**src/rtl/calc_operand_sequencer_pkg.sv**
```systemverilog
// calc_operand_sequencer_pkg: FSM state encoding and default operand width shared with display/LED logic
package calc_operand_sequencer_pkg;
  localparam int CALC_WIDTH = 4;
  typedef enum logic [1:0] {
    LOAD_A = 2'b00,
    LOAD_B = 2'b01,
    FIRE   = 2'b10,
    SHOW   = 2'b11
  } calc_state_t;
endpackage

```
**src/rtl/calc_operand_sequencer_btn_debounce.sv**
```systemverilog
// btn_debounce: synchronizes a raw button, accepts a level after DEBOUNCE_CYCLES stable samples, pulses on press
module btn_debounce #(
  parameter int DEBOUNCE_CYCLES = 16
) (
  input  logic clk,
  input  logic reset_n,
  input  logic raw,
  output logic level,
  output logic press
);
  localparam int CW = $clog2(DEBOUNCE_CYCLES + 1);
  logic meta, s, stable, stable_q;
  logic [CW-1:0] cnt;
  // two-flop synchronizer for the asynchronous button input
  always_ff @(posedge clk or negedge reset_n)
    if (!reset_n) {meta, s} <= 2'b00;
    else {meta, s} <= {raw, meta};
  // accept a new level only after DEBOUNCE_CYCLES consecutive differing samples
  always_ff @(posedge clk or negedge reset_n)
    if (!reset_n) begin
      cnt <= '0;
      stable <= 1'b0;
      stable_q <= 1'b0;
    end else begin
      stable_q <= stable;
      if (s == stable) cnt <= '0;
      else if (cnt == CW'(DEBOUNCE_CYCLES - 1)) begin
        stable <= s;
        cnt <= '0;
      end else cnt <= cnt + 1'b1;
    end
  assign level = stable;
  assign press = stable & ~stable_q;
endmodule

```
**src/rtl/calc_operand_sequencer.sv**
```systemverilog
// calc_operand_sequencer: captures operands A then B/Cin on debounced presses and pulses enable once per calculation
module calc_operand_sequencer
  import calc_operand_sequencer_pkg::*;
#(
  parameter int WIDTH = CALC_WIDTH,
  parameter int DEBOUNCE_CYCLES = 16
) (
  input  logic             clk,
  input  logic             reset_n,
  input  logic [WIDTH-1:0] sw,
  input  logic             sw_cin,
  input  logic             btn_load,
  input  logic             btn_clear,
  output logic [WIDTH-1:0] A,
  output logic [WIDTH-1:0] B,
  output logic             Cin,
  output logic             enable,
  output logic [1:0]       state
);
  calc_state_t cur, nxt;
  logic [WIDTH-1:0] a_n, b_n;
  logic cin_n, load_p, clear_p, load_level, clear_level, unused_levels;
  btn_debounce #(.DEBOUNCE_CYCLES(DEBOUNCE_CYCLES)) u_load (
    .clk(clk), .reset_n(reset_n), .raw(btn_load), .level(load_level), .press(load_p)
  );
  btn_debounce #(.DEBOUNCE_CYCLES(DEBOUNCE_CYCLES)) u_clear (
    .clk(clk), .reset_n(reset_n), .raw(btn_clear), .level(clear_level), .press(clear_p)
  );
  assign unused_levels = load_level ^ clear_level;
  // state and operand registers
  always_ff @(posedge clk or negedge reset_n)
    if (!reset_n) begin
      cur <= LOAD_A;
      A <= '0;
      B <= '0;
      Cin <= 1'b0;
    end else begin
      cur <= nxt;
      A <= a_n;
      B <= b_n;
      Cin <= cin_n;
    end
  // next state and captures; clear wins over load, a load during FIRE is dropped
  always_comb begin
    nxt = cur;
    a_n = A;
    b_n = B;
    cin_n = Cin;
    enable = 1'b0;
    if (clear_p) begin
      nxt = LOAD_A;
      a_n = '0;
      b_n = '0;
      cin_n = 1'b0;
    end else
      case (cur)
        LOAD_A: if (load_p) begin a_n = sw; nxt = LOAD_B; end
        LOAD_B: if (load_p) begin b_n = sw; cin_n = sw_cin; nxt = FIRE; end
        FIRE: begin enable = 1'b1; nxt = SHOW; end
        SHOW: if (load_p) begin a_n = sw; nxt = LOAD_B; end
        default: nxt = LOAD_A;
      endcase
  end
  assign state = cur;
endmodule

```
**config.mk**
```make
export PLATFORM = sky130hd
export DESIGN_NAME = calc_operand_sequencer
export DESIGN_NICKNAME = d
export VERILOG_FILES = /design/src/rtl/calc_operand_sequencer_pkg.sv /design/src/rtl/calc_operand_sequencer_btn_debounce.sv /design/src/rtl/calc_operand_sequencer.sv
export SDC_FILE = /design/constraint.sdc
export NUM_CORES = 1
export LEC_CHECK = 0
export CAP_MARGIN = 10
export CORE_ASPECT_RATIO = 0.7
export CORE_MARGIN = 2
export CORE_UTILIZATION = 28
export DETAILED_ROUTE_END_ITERATION = 10
export PLACE_DENSITY_LB_ADDON = 0.2
export SLEW_MARGIN = 5
export SYNTH_ARGS = -nofsm -noshare
export SYNTH_HDL_FRONTEND = slang
export SYNTH_SLANG_ARGS = --single-unit
```
**constraint.sdc**
```tcl
create_clock -name clk -period 1.74 [get_ports clk]
set_input_delay 0.261 -clock clk [delete_from_list [all_inputs] [get_ports clk]]
set_output_delay 0.261 -clock clk [all_outputs]
set_load 0.01 [all_outputs]
```
### After elaboration in Yosys (flattened, before gate mapping)

Cells that the tools add are included.

* equality and inequality tests: 9
* muxes and demuxes: 18
* bitwise gates (word level): 6
* reduce and logical (&&, ||, !) cells: 10
* add/sub/neg operators: 2

Operators with widths (number)
* 4-bit 2-to-1 mux: 5
* 5-bit 2-to-1 mux: 4
* 5-bit by 1-bit adder with 5-bit output (second input constant): 2
* 5-bit by 4-bit equality test with 1-bit output (second input constant): 2
* 2-bit AND reduction: 5
* 2-bit 2-to-1 mux: 3
* 2-bit one-hot mux with 3 select lines: 1
* 2-bit nonzero test: 3
* 1-bit 2-to-1 mux: 5
* 2-bit equality test (second input constant): 2
* 1-bit inverter: 4
* 3-bit by 1-bit inequality test with 1-bit output (second input constant): 1
* 3-bit inequality test (second input constant): 1
* 1-bit bitwise AND: 2
* 1-bit equality test: 2
* 2-bit by 1-bit equality test with 1-bit output (second input constant): 1
* 2-bit zero test: 1
* 2-bit OR reduction: 1

* flip-flop bits (word level): 29
* bits of input ports: 9
* logic and storage cells: 59
* output and inout bits: 12

### Depth between registers and ports, before layout

* depth after elaboration: 5
* gate-level depth with buffers: 5
* depth with buffers taken out: 5

### Modules after synthesis

A second synthesis with hierarchy kept.

* cell total of the unflattened synthesis: 105
* area total of the unflattened synthesis: 1204.9 µm²

Modules (own cells, without submodules)
* btn_debounce: cells an instance 25, area each 339.1 µm², seq. area each 225.2 µm², instances 2
* calc_operand_sequencer: cells an instance 55, area each 526.8 µm², seq. area each 275.3 µm², instances 1

### Least setup slack after synthesis

No wires, ideal clock.

* path kind: reg2reg
* start: register cur[0] (netlist: state[0])
* end: register cur[0] (netlist: state[0])
* path slack: 0.321 ns
* buffers on the path: 0
* data arrival time: 1.286 ns
* library setup time: 0.133 ns
* clock period less this slack: 1.419 ns
* cell stages (with the launch flop): 6
* cell sequence: dfrtp_1 > inv_1 > ha_1 > or2_2 > a21boi_0 > a311oi_1

* word-level cells in the longest chain between the ends: 4
* elaborated cells between the ends (all ways): 10

RTL lines
* start: declaration: line calc_operand_sequencer.sv:20 `calc_state_t cur, nxt;`
* start signal: assignment: line calc_operand_sequencer.sv:38 `cur <= nxt;`
* 2-bit equality test / 2-bit zero test (equally long branches): line calc_operand_sequencer.sv:56 `case (cur)`
* 2-bit OR reduction (no source line)
* 2-bit one-hot mux with 3 select lines / 3-bit by 1-bit inequality test with 1-bit output (equally long branches)
* 2-bit 2-to-1 mux / 2-bit AND reduction (equally long branches)

Several ways; a longest one is shown, not always the timed one.
A chain may end at the register's enable or synchronous reset.

### Worst setup path after layout

* start: register cur[0] (netlist: state[0])
* end: output port enable

* word-level cells in the longest chain between the ends: 3

RTL lines
* 2-bit equality test: line calc_operand_sequencer.sv:56
* 1-bit 2-to-1 mux: line calc_operand_sequencer.sv:56
* 1-bit 2-to-1 mux: line calc_operand_sequencer.sv:50 `if (clear_p) begin`
* end: declaration: line calc_operand_sequencer.sv:17 `output logic enable,`

Every way passes these cells.

==> impl_metrics.yaml <==
hold_path:
  holdPathEnd: "u_load.s"
  min-delay-start: "u_load.meta"
  hold_class: "reg2reg"
  hold_depth: 0
power:
  power_density_mw_per_mm2: 1130
  power_mw: 1.79
  leakage_nw: 0.820
  vdd_ir_drop_max_mv: 0.573
timing:
  holdWs_ns: 0.344
  worst_pin_slew_ns: 0.367
  layout_setup_ws_ns: 0.160
  fin_skew_ns: 0.00346
  setup_tns_ns: 0
  setup_viol: 0
  fin_crit_ns: 1.58
  rsz0062_at_grt: "no"
  max_freq_mhz: 633
  slew_viol_final: 0
  maxSlewHeadroom_pct: 75.5
  hold_violations: 0
  finalCritPeriodShare_pct: 90.8
yosys:
  synthFlopType: "dfrtp_1"
  synth_area_leaders: "dfrtp_1 62%, mux2i_1 7.7%, nor2_1 5.5%"
  async_reset_ff_share_pct: 100
  yosysTopAreaCell: "dfrtp_1"
  synth_seq_cells: 29
  synth_top_area_share_pct: 62.1
  yosysSeqAreaShare_pct: 62.1
  netlist_area_mm2: 0.00117
  synth_edf_count: 0
  synth.distinct_cells: 23
  syn-instance-count: 94
  synth.avg_cell_area_um2: 12.4
  yosysWarningCount: 0
  syn_nets: 108
  ys_top_cells_by_count: "29 x dfrtp_1, 17 x nor2_1, 9 x mux2i_1"
  synth.most_common_cell: "dfrtp_1"
run:
  max_cap_violations: 0
critical_path:
  cp.required_ns: 1.48
  crit_path_start_kind: "register"
  cp-startpoint: "state[0]"
  arrival_ns: 1.32
  crit_type: "reg2out"
  rrSetupSlack_ns: 0.28
  r2r_end: "state[0]"
  crit_path_end_kind: "output port"
  r2r_start: "state[0]"
  worst_r2r_path_depth: 5
  cp_max_fo: 4
floorplan:
  chipWidth_um: 81.2
  start_util_pct: 29.4
  die-area_mm2: 0.00471
  die_y_um: 58.1
  ios: 21
  row_count: 19
  core_mm2: 0.00397
finish:
  n_antenna_cell: 0
  multi_input_area_um2: 423
  utilization_pct: 39.7
  area_growth_pct: 34.9
  seq_area_um2: 726
  drive_gt1_share_pct: 11.4
  instances_no_fill: 175
  fill_cells: 392
  layout.nets: 136
  fin_area_mm2: 0.00158
clock_tree:
  cts_tree: "yes"
  post-cts-setup-buffers: 0
  clkLatencyLatePin_ns: 0.27
  cts_max_path_buffers: 2
  cts.sinks: 29
  cts_buffers: 5
  htreeDepth: 2
  cts_root_buf: "clkbuf_8"
  path_clk_slew_ns: 0.06
drt:
  wl_met3_um: 105
  drtAntennaViolNets: 0
  wl_mm: 1.93
  met1Wirelength_um: 949
  top_layer: "met4"
  vias: 737
  dr.pass1.iters: 4
  avgViaCountPerCell: 4.21
  drt_iter0_drc: 54
  wl_per_cell_um: 11.0
  met2WireLength_um: 835
  drc_errors: 0
global_routing:
  grt_pass1_vias: 789
  grt_max_degree: 30
  grt_overflow_total: 0
  antenna_found_initial: 0
  grtUsageTotal_pct: 10.4
  grt_pass1_wl_mm: 3.55
place:
  hpwl_mm: 1.42
  port_buffers: 20
  place_ws_ns: 0.204
  dp.cells: 167
  postPlaceCellArea_mm2: 0.00144
  routabilityCongestion: 0.677
outcome:
  status: "completed"
how the worst max path moves through the flow:
stage                to  slack [ns]  cells past startpoint
3_5_place_dp     enable        0.20                      4
3_3_place_gp     enable        0.23                      4
4_1_cts          enable        0.14                      4
5_1_grt          enable        0.09                      4
6_report         enable        0.16                      4
2_1_floorplan  state[0]        0.32                      5
state kept, by name, summed over array words and instances, names as in the netlist, 2 cells and up:
signal / cells
u_clear.cnt: 5
state: 2
A: 4
u_load.cnt: 5
B: 4
worst max-delay path, cell delays in order, from the launching register on:
cell,delay (ns)
dfrtp_1,0.39
inv_1,0.07
ha_1,0.19
nor2b_1,0.12
dlygate4sd2_1,0.28
area by class of cell:
class,instances,area share (%)
clock buffer,5,4.37
clock inverter,3,4.13
inverter,4,0.952
multi-input combinational,60,26.8
sequential,29,46.0
tap,52,4.13
timing repair buffer,22,13.6
power breakdown:
group | switching, mW | leakage, nW | total (mW) | internal, mW
Combinational | 0.101 | 0.392 | 0.227 | 0.126
Sequential | 0.0308 | 0.360 | 0.746 | 0.715
Clock | 0.247 | 0.0681 | 0.815 | 0.568
Total | 0.378 | 0.820 | 1.79 | 1.41
metal layers:
metal,GRT usage [%],vias up
met3,4.67,7
met1,13.4,347
met5,0,-
li1,-,368
met4,5.81,0
met2,14.5,15
kinds of logic after synthesis:
group	count (synthesis)	synth area share (%)
fa+ha+maj	5	5.35
compound gates	6	3.32
simple gates	32	13.4
buf+inv	5	1.71
flops	29	62.1
mux	11	9.64
xor+xnor	6	4.50
placed cells by master (no fill, tap or decap):
cell             synthesis  layout
dfrtp_1                 29      29
clkdlybuf4s50_1          0      19
nor2_1                  17      17
mux2i_1                  9       9
xor2_1                   6       6
ha_1                     5       5
clkbuf_8                 0       5
nand3_1                  4       4
inv_1                    4       4
and2_1                   2       2
and3_1                   2       2
nor2b_1                  2       2
mux2_2                   2       2
bufinv_16                0       2
buf_4                    0       2
o21ai_1                  1       1
o21ai_0                  1       1
nand3b_1                 1       1
nand3b_2                 1       1
nand2b_1                 1       1
or2_2                    1       1
a21boi_0                 1       1
a311oi_1                 1       1
a21o_1                   1       1
nand2_1                  1       1
a21oi_1                  1       1
clkinv_2                 0       1
dlygate4sd2_1            0       1
repair_timing:
| action | CTS | global route |
|---|---|---|
| resized for setup | 1 | 0 |
| hold buffers | 0 | 0 |
| endpoints found under the setup margin | 1 | 0 |
(Power assumes the default switching activity.)
